$ cat src/rtl/sliding_window_generator_pkg.sv
// Shared constants, FSM encoding and window element ordering
// for the sliding window former and its neighbours.
package sliding_window_generator_pkg;

  localparam int DEF_DATA_WIDTH  = 16;
  localparam int DEF_KERNEL_SIZE = 3;
  localparam int DEF_COLUMN_SIZE = 28;
  localparam int DEF_ROW_SIZE    = 28;

  typedef enum logic [1:0] {
    ST_FILL,
    ST_STREAM,
    ST_FLUSH
  } state_t;

  // Flattened window index: r=0 oldest row, c=0 leftmost column.
  function automatic int win_idx(
    input int r,
    input int c,
    input int k
  );
    return r * k + c;
  endfunction

endpackage

$ cat src/rtl/sliding_window_generator_line_buffer.sv
// One row delay: a COLUMN_SIZE-deep shift register.
// The tap returns the pixel accepted COLUMN_SIZE shifts ago.
module line_buffer
  import sliding_window_generator_pkg::*;
#(
  parameter int COLUMN_SIZE = DEF_COLUMN_SIZE,
  parameter int DATA_WIDTH  = DEF_DATA_WIDTH
) (
  input  logic                  clock,
  input  logic                  i_shift,
  input  logic [DATA_WIDTH-1:0] i_data,
  output logic [DATA_WIDTH-1:0] o_tap
);

  logic [DATA_WIDTH-1:0] r_mem [COLUMN_SIZE];

  // Shift one slot on every accepted pixel; contents survive reset.
  always_ff @(posedge clock) begin
    if (i_shift) begin
      r_mem[0] <= i_data;
      for (int i = 1; i < COLUMN_SIZE; i++) begin
        r_mem[i] <= r_mem[i-1];
      end
    end
  end

  assign o_tap = r_mem[COLUMN_SIZE-1];

endmodule

$ cat src/rtl/sliding_window_generator.sv
// Streaming KxK window former: row delays, window registers,
// and a FILL/STREAM/FLUSH controller keeping per-image window count.
module sliding_window_generator
  import sliding_window_generator_pkg::*;
#(
  parameter int COLUMN_SIZE = DEF_COLUMN_SIZE,
  parameter int ROW_SIZE    = DEF_ROW_SIZE,
  parameter int KERNEL_SIZE = DEF_KERNEL_SIZE,
  parameter int DATA_WIDTH  = DEF_DATA_WIDTH
) (
  input  logic                  clock,
  input  logic                  sreset_n,
  input  logic [DATA_WIDTH-1:0] in_pixel,
  input  logic                  in_valid,
  output logic                  in_ready,
  output logic [DATA_WIDTH*KERNEL_SIZE*KERNEL_SIZE-1:0] window,
  output logic                  window_valid,
  output logic                  frame_done
);

  localparam int K  = KERNEL_SIZE;
  localparam int CW = (COLUMN_SIZE > 1) ? $clog2(COLUMN_SIZE) : 1;
  localparam int RW = (ROW_SIZE > 1) ? $clog2(ROW_SIZE) : 1;
  localparam int FW = (K > 2) ? $clog2(K - 1) : 1;

  state_t r_state;
  state_t w_next;

  logic [CW-1:0] r_col;
  logic [RW-1:0] r_row;
  logic [FW-1:0] r_flush;

  logic w_accept;
  logic w_shift;
  logic w_row_end;
  logic w_img_end;
  logic w_fill_end;
  logic w_flush_end;
  logic w_enter;

  logic [DATA_WIDTH-1:0] w_lb_in [K-1];
  logic [DATA_WIDTH-1:0] w_tap   [K-1];
  logic [DATA_WIDTH-1:0] w_col   [K];
  logic [DATA_WIDTH-1:0] r_win   [K][K];

  logic r_window_valid;
  logic r_frame_done;

  assign w_accept    = in_valid && in_ready;
  assign w_row_end   = (r_col == CW'(COLUMN_SIZE - 1));
  assign w_img_end   = w_row_end && (r_row == RW'(ROW_SIZE - 1));
  assign w_fill_end  = (r_row == RW'(K - 1)) && (r_col == CW'(K - 1));
  assign w_flush_end = (r_flush == FW'(K - 2));
  assign w_enter     = (r_state == ST_FILL) && w_accept && w_fill_end;
  assign w_shift     = w_accept || (r_state == ST_FLUSH);

  // Cascade of K-1 row delays, newest row first.
  for (genvar j = 0; j < K - 1; j++) begin : g_lb
    if (j == 0) begin : g_head
      assign w_lb_in[j] = in_pixel;
    end else begin : g_tail
      assign w_lb_in[j] = w_tap[j-1];
    end
    line_buffer #(
      .COLUMN_SIZE(COLUMN_SIZE),
      .DATA_WIDTH (DATA_WIDTH)
    ) u_lb (
      .clock  (clock),
      .i_shift(w_accept),
      .i_data (w_lb_in[j]),
      .o_tap  (w_tap[j])
    );
  end

  // State register.
  always_ff @(posedge clock) begin
    if (!sreset_n) r_state <= ST_FILL;
    else           r_state <= w_next;
  end

  // Next-state logic.
  always_comb begin
    w_next = r_state;
    unique case (r_state)
      ST_FILL:   if (w_accept && w_fill_end) w_next = ST_STREAM;
      ST_STREAM: if (w_accept && w_img_end)  w_next = ST_FLUSH;
      ST_FLUSH:  if (w_flush_end)            w_next = ST_FILL;
      default:   w_next = ST_FILL;
    endcase
  end

  // Source is stalled only while flushing.
  always_comb begin
    in_ready = 1'b1;
    unique case (r_state)
      ST_FILL:   in_ready = 1'b1;
      ST_STREAM: in_ready = 1'b1;
      ST_FLUSH:  in_ready = 1'b0;
      default:   in_ready = 1'b0;
    endcase
  end

  // Raster position of the next pixel to be accepted.
  always_ff @(posedge clock) begin
    if (!sreset_n) begin
      r_col <= '0;
      r_row <= '0;
    end else if (w_accept) begin
      if (w_row_end) begin
        r_col <= '0;
        if (r_row == RW'(ROW_SIZE - 1)) r_row <= '0;
        else                            r_row <= r_row + 1'b1;
      end else begin
        r_col <= r_col + 1'b1;
      end
    end
  end

  // Flush cycle counter.
  always_ff @(posedge clock) begin
    if (!sreset_n)                r_flush <= '0;
    else if (r_state != ST_FLUSH) r_flush <= '0;
    else if (w_flush_end)         r_flush <= '0;
    else                          r_flush <= r_flush + 1'b1;
  end

  // Incoming column, oldest row first; zeros while flushing.
  always_comb begin
    for (int r = 0; r < K; r++) w_col[r] = '0;
    if (r_state != ST_FLUSH) begin
      w_col[K-1] = in_pixel;
      for (int r = 0; r < K - 1; r++) w_col[r] = w_tap[K-2-r];
    end
  end

  // Window registers shift left and load the new rightmost column.
  always_ff @(posedge clock) begin
    if (!sreset_n) begin
      for (int r = 0; r < K; r++)
        for (int c = 0; c < K; c++)
          r_win[r][c] <= '0;
    end else if (w_shift) begin
      for (int r = 0; r < K; r++) begin
        for (int c = 0; c < K - 1; c++)
          r_win[r][c] <= r_win[r][c+1];
        r_win[r][K-1] <= w_col[r];
      end
    end
  end

  // Window strobe and end-of-image pulse.
  always_ff @(posedge clock) begin
    if (!sreset_n) begin
      r_window_valid <= 1'b0;
      r_frame_done   <= 1'b0;
    end else begin
      r_window_valid <= (r_state == ST_FLUSH) ||
                        (w_accept && (r_state == ST_STREAM)) ||
                        w_enter;
      r_frame_done   <= (r_state == ST_FLUSH) && w_flush_end;
    end
  end

  // Flatten window registers onto the convolution data bus.
  always_comb begin
    window = '0;
    for (int r = 0; r < K; r++)
      for (int c = 0; c < K; c++)
        window[DATA_WIDTH*win_idx(r, c, K) +: DATA_WIDTH] = r_win[r][c];
  end

  assign window_valid = r_window_valid;
  assign frame_done   = r_frame_done;

endmodule

$ cat config.mk
export PLATFORM = sky130hd
export DESIGN_NAME = sliding_window_generator
export DESIGN_NICKNAME = d
export VERILOG_FILES = /design/src/rtl/sliding_window_generator_pkg.sv /design/src/rtl/sliding_window_generator_line_buffer.sv /design/src/rtl/sliding_window_generator.sv
export SDC_FILE = /design/constraint.sdc
export NUM_CORES = 1
export LEC_CHECK = 0
export CORE_MARGIN = 2
export CORE_UTILIZATION = 55
export CTS_CLUSTER_DIAMETER = 40
export CTS_CLUSTER_SIZE = 16
export DETAILED_ROUTE_END_ITERATION = 7
export MAX_ROUTING_LAYER = met4
export PLACE_DENSITY = 0.76
export SYNTH_ARGS = -nofsm -noshare
export SYNTH_HDL_FRONTEND = slang
export SYNTH_HIERARCHICAL = 1
export SYNTH_SLANG_ARGS = --single-unit
$ cat constraint.sdc
create_clock -name clock -period 86.4 [get_ports clock]
set_input_delay 17.28 -clock clock [delete_from_list [all_inputs] [get_ports clock]]
set_output_delay 17.28 -clock clock [all_outputs]
set_load 0.01 [all_outputs]
* Word level (Yosys, flattened, before mapping)
Memories as Yosys holds them, arrays and structs flattened. Index checks and enable logic that the tools add are counted.
Storage, ports and cells: register bits 15, memories kept 3, input port bits 19, bits in writable memories 1040, output and inout bits 147, word-level logic and storage cells 72
Cells by class: equal/unequal tests 10, add/subtract/negate cells 3, reduce and logical (&&, ||, !) cells 17, bitwise gates (word level) 10, mux-type cells 23
Memories:
- g_lb[0].u_lb.r_mem | words 28, width 16, rd ports 28, clocked after memory_dff 0, wr ports 28, line sliding_window_generator_line_buffer.sv:15 | logic [DATA_WIDTH-1:0] r_mem [COLUMN_SIZE];
- g_lb[1].u_lb.r_mem | words 28, width 16, rd ports 28, clocked after memory_dff 0, wr ports 28, line sliding_window_generator_line_buffer.sv:15
- r_win | words 3, width 48, rd ports 3, clocked after memory_dff 0, wr ports 3, line sliding_window_generator.sv:44 | logic [DATA_WIDTH-1:0] r_win [K][K];
Operators by type and width (number):
- two-way mux 16 bit | 9
- two-way mux 48 bit | 1
- adder 5 x 1 -> 5 bit, second input constant | 2
- equality test 5 x 2 -> 1 bit, second input constant | 2
- equality test 5 bit, second input constant | 2
- two-way mux 5 bit | 2
- logical AND 1 bit | 9
- bitwise OR 1 bit | 9
- two-way mux 1 bit | 7
- two-way mux 2 bit | 3
- inequality test 2 bit, second input constant | 3
- one-hot mux 2 bit (3 select lines) | 1
- logical OR 1 bit | 3
- AND reduction 3 bit | 1
- OR reduction 3 bit | 1
- equality test 2 x 1 -> 1 bit, second input constant | 1
- equality test 2 bit, second input constant | 1
- logical NOT 2 bit | 1
- inequality test 2 x 1 -> 1 bit, second input constant | 1
- AND reduction 2 bit | 1
- OR reduction 2 bit | 1
- adder 1 bit, second input constant | 1
- NOT 1 bit | 1

* Logic depth before layout (Yosys ltp)
depth in word-level cells 9, depth in mapped cells 6, gate-level depth less buffers 5

* Cells and area by module
The synthesis kept the hierarchy.
Modules (own cells, without submodules):
- line_buffer | times used 2, cells an instance 464, area an instance 13573.0 um^2
- sliding_window_generator | times used 1, cells an instance 389, area an instance 6085.8 um^2

* Worst setup path after synthesis
No wires, ideal clock.
path type input-to-reg, start in in_valid, end reg r_col[1], arrival time 42826 ps, path slack 42462 ps, data required time 85288 ps, stages on the path 4, cell sequence nand2b_4 inv_2 clkbuf_1 a211oi_1
On the way: word-level cells in the longest chain between the ends 1
RTL lines:
- from (decl) | line sliding_window_generator.sv:14 | input logic in_valid,
- logical AND 1 bit | line sliding_window_generator.sv:49 | assign w_accept = in_valid && in_ready;
- net w_accept | line sliding_window_generator.sv:33 | logic w_accept;
- to (signal assigned) | line sliding_window_generator.sv:114 | r_col <= r_col + 1'b1;
- to (decl) | line sliding_window_generator.sv:29 | logic [CW-1:0] r_col;
The timed path passes the listed nets, and every way through them passes these cells. A chain may end at the register's enable or synchronous reset.

==> results.ini <==
[place]
gp_congestion=0.721
pre_cts_ws_ns=64.40
hpwl_mm=20.0
port_buffers=165
placedCellCount=2221
place_area_sq_um=35600

[detailed_routing]
viasPerCell=5.15
totalWireLength_mm=44.6
routed-wl-met3_mm=2.57
dr.pass1.iters=6
met2_length_mm=20.9
vias=12400
antenna_left=0
drt_iter0_drc=1321
drc_errors=0
avgRoutedWirePerCell_microns=18.5
met1Wirelength_mm=20.1
top_layer=met4

[floorplan]
ioPinCount=166
dieArea_sq_um=62400
rows=90
core_area_sq_um=60000
die_y_microns=250
fp.dieW_microns=250
initial_core_util_pct=55.4

[status]
status=complete, no violations

[synth]
synth_top_family_by_area=simple AND/OR/NAND/NOR gates
synth.net_count=1340
avgSynthCellArea_sq_um=25.2
synth_cells=1317
synth_xor_area_share_pct=0.0264
synth_edf_count=1040
yosys_warnings=6
yosysSeqAreaShare_pct=94.9
synth_mux_area_share_pct=0.0301
synthSimpleGateAreaFrac_pct=3.39
async_flop_share_pct=0
synth_ff_type=edfxtp_1
yosys_register_bits=1055
ys_types=39
synth_compound_area_share_pct=0.392
netlist_area_sq_um=33200
yosys.area_share.adder_pct=0.151

[setup_path]
cp.arrival_ns=21.60
crit_required_ns=86.66
crit_path_end_kind=flip-flop
crit_fanout=138
cp-start-kind=primary input
crit_type=in2reg

[grt]
grt_pass1_vias=12500
grt_overflow=0
grt_usage_pct=14.9
grt_max_degree=220
antenna_found_initial=0
grt_pass1_wl_mm=69.6

[power_and_ir_drop]
power_leakage_nw=13.6
p_int_mw=0.869
p_clk_share_pct=42.1
p_per_area_nw_per_um2=27.8
total_power_mw=1.09
ir_drop_mv=0.0201
switchingPower_mw=0.220
p_sw_share_pct=20.2
p_comb_share_pct=2.3
pwr-share-seq_pct=55.6

[clocking]
cts_max_level=3
cts_root_buffer=clkbuf_16
cts_setup_buffers=0
clk_pin_slew_ns=0.07
cts_tree=built
cts_sinks=1055
clock_path_buffers=3
cts_inserted_buffers=103
clkLatencyLatePin_ns=0.64
cts_resized=0
postCtsHoldBufs=0

[sta]
fin_crit_ns=21.34
relSlewSlack_pct=19.9
period_share_pct=24.7
hold_viol=0
fmax_ghz=0.0469
fin_tns_setup_ns=0
rsz0062_at_grt=no
hold-worst-slack_ns=0.387
worst_pin_slew_ns=1.20
slew_violations=0
setup_viol=0
finClkSkew_ns=0.0293
setup_slack_ns=65.06

[finish]
fill_cells=3660
fin_nets=1567
final_common_cell=edfxtp_1
fin_cells=2410
diodes=0
drive_gt1_share_pct=11.9
fin_util_pct=65.2
layout_common_cells=edfxtp_1, clkdlybuf4s50_1, clkbuf_16, and2_1, and3_1
fin_area_sq_um=39200
area_delta_synth_final_pct=17.8

[hold_path]
min_path_type=reg2reg

[run]
max_cap_violations=0

==> final cells by class <==
class / count / area, sq um / share of cell area [%]
sequential: 1055 / 31500 / 80.5
clock buffer: 116 / 2710 / 6.92
timing repair buffer: 175 / 1730 / 4.43
multi-input combinational: 204 / 1330 / 3.40
tap: 782 / 978 / 2.50
clock inverter: 73 / 848 / 2.17
inverter: 5 / 26.3 / 0.0671
==> power groups by stage <==
stage | clock, mW | sequential, mW | combinational [mW]
4_1_cts | 0.472 | 0.606 | 0.0254
3_5_place_dp | 0 | 0.615 | 0.0253
5_1_grt | 0.491 | 0.608 | 0.0272
2_1_floorplan | 0 | 0.635 | 0.0106
6_report | 0.459 | 0.605 | 0.0251
3_3_place_gp | 0 | 0.614 | 0.0245
==> cell usage after synthesis (2+ instances only) <==
| library cell | count | area, sq um |
|---|---|---|
| a21oi_1 | 6 | 30.0 |
| and2_1 | 96 | 601 |
| and3_1 | 49 | 307 |
| and4b_1 | 2 | 20.0 |
| buf_4 | 32 | 240 |
| buf_6 | 5 | 56.3 |
| clkbuf_1 | 16 | 60.1 |
| dfxtp_1 | 15 | 300 |
| edfxtp_1 | 1040 | 31200 |
| ha_1 | 4 | 50.1 |
| inv_1 | 4 | 15.0 |
| nand2_1 | 6 | 22.5 |
| nand3_1 | 3 | 15.0 |
| nand3b_1 | 2 | 15.0 |
| nand4_1 | 2 | 12.5 |
| nand4b_1 | 2 | 17.5 |
| nor2_1 | 4 | 15.0 |
| nor2b_1 | 2 | 12.5 |
| o21ai_0 | 5 | 25.0 |
| or3_1 | 3 | 18.8 |
==> registers in the layout, summed over array words and instances, names as in the netlist <==
register         count
r_state              2
r_win              144
g_lb.u_lb/r_mem    896
frame_done           1
r_col                5
r_row                5
window_valid         1
r_flush              1
==> final timing paths <==
path / startpoint / to / slack (ns) / cells after the start
hold reg to reg: g_lb[0].u_lb/r_mem[9][2]$_DFFE_PP_ / g_lb[0].u_lb/r_mem[9][18]$_DFFE_PP_ / 0.39 / 0
hold / removal: g_lb[0].u_lb/r_mem[9][2]$_DFFE_PP_ / g_lb[0].u_lb/r_mem[9][18]$_DFFE_PP_ / 0.39 / 0
setup / recovery: in_valid / g_lb[1].u_lb/r_mem[3][1]$_DFFE_PP_ / 65.06 / 6
setup reg to reg: r_state[1]$_SDFFE_PN0P_ / g_lb[1].u_lb/r_mem[3][1]$_DFFE_PP_ / 81.86 / 5
==> logic make-up (layout without fill, tap and decap cells) <==
logic type | after synthesis | in the layout
AOI/OAI and AO/OA | 19 | 19
xor gates and xnor gates | 1 | 1
adders and majority gates | 4 | 4
buffers and inverters | 58 | 369
DFF | 1055 | 1055
muxes | 1 | 1
and+or+nand+nor | 179 | 179
==> layer usage <==
layer,up-vias,GRT usage (%)
met5,-,-
met4,0,5.52
met3,97,3.25
met2,399,21.8
met1,6275,20.8
li1,5642,-
==> worst max-delay path, stage by stage <==
cell,delay [ns]
clkdlybuf4s50_1,0.63
nand2b_4,0.13
inv_8,0.60
buf_4,0.90
buf_4,0.85
buf_4,0.93
Power figures use the tool's default switching activity.
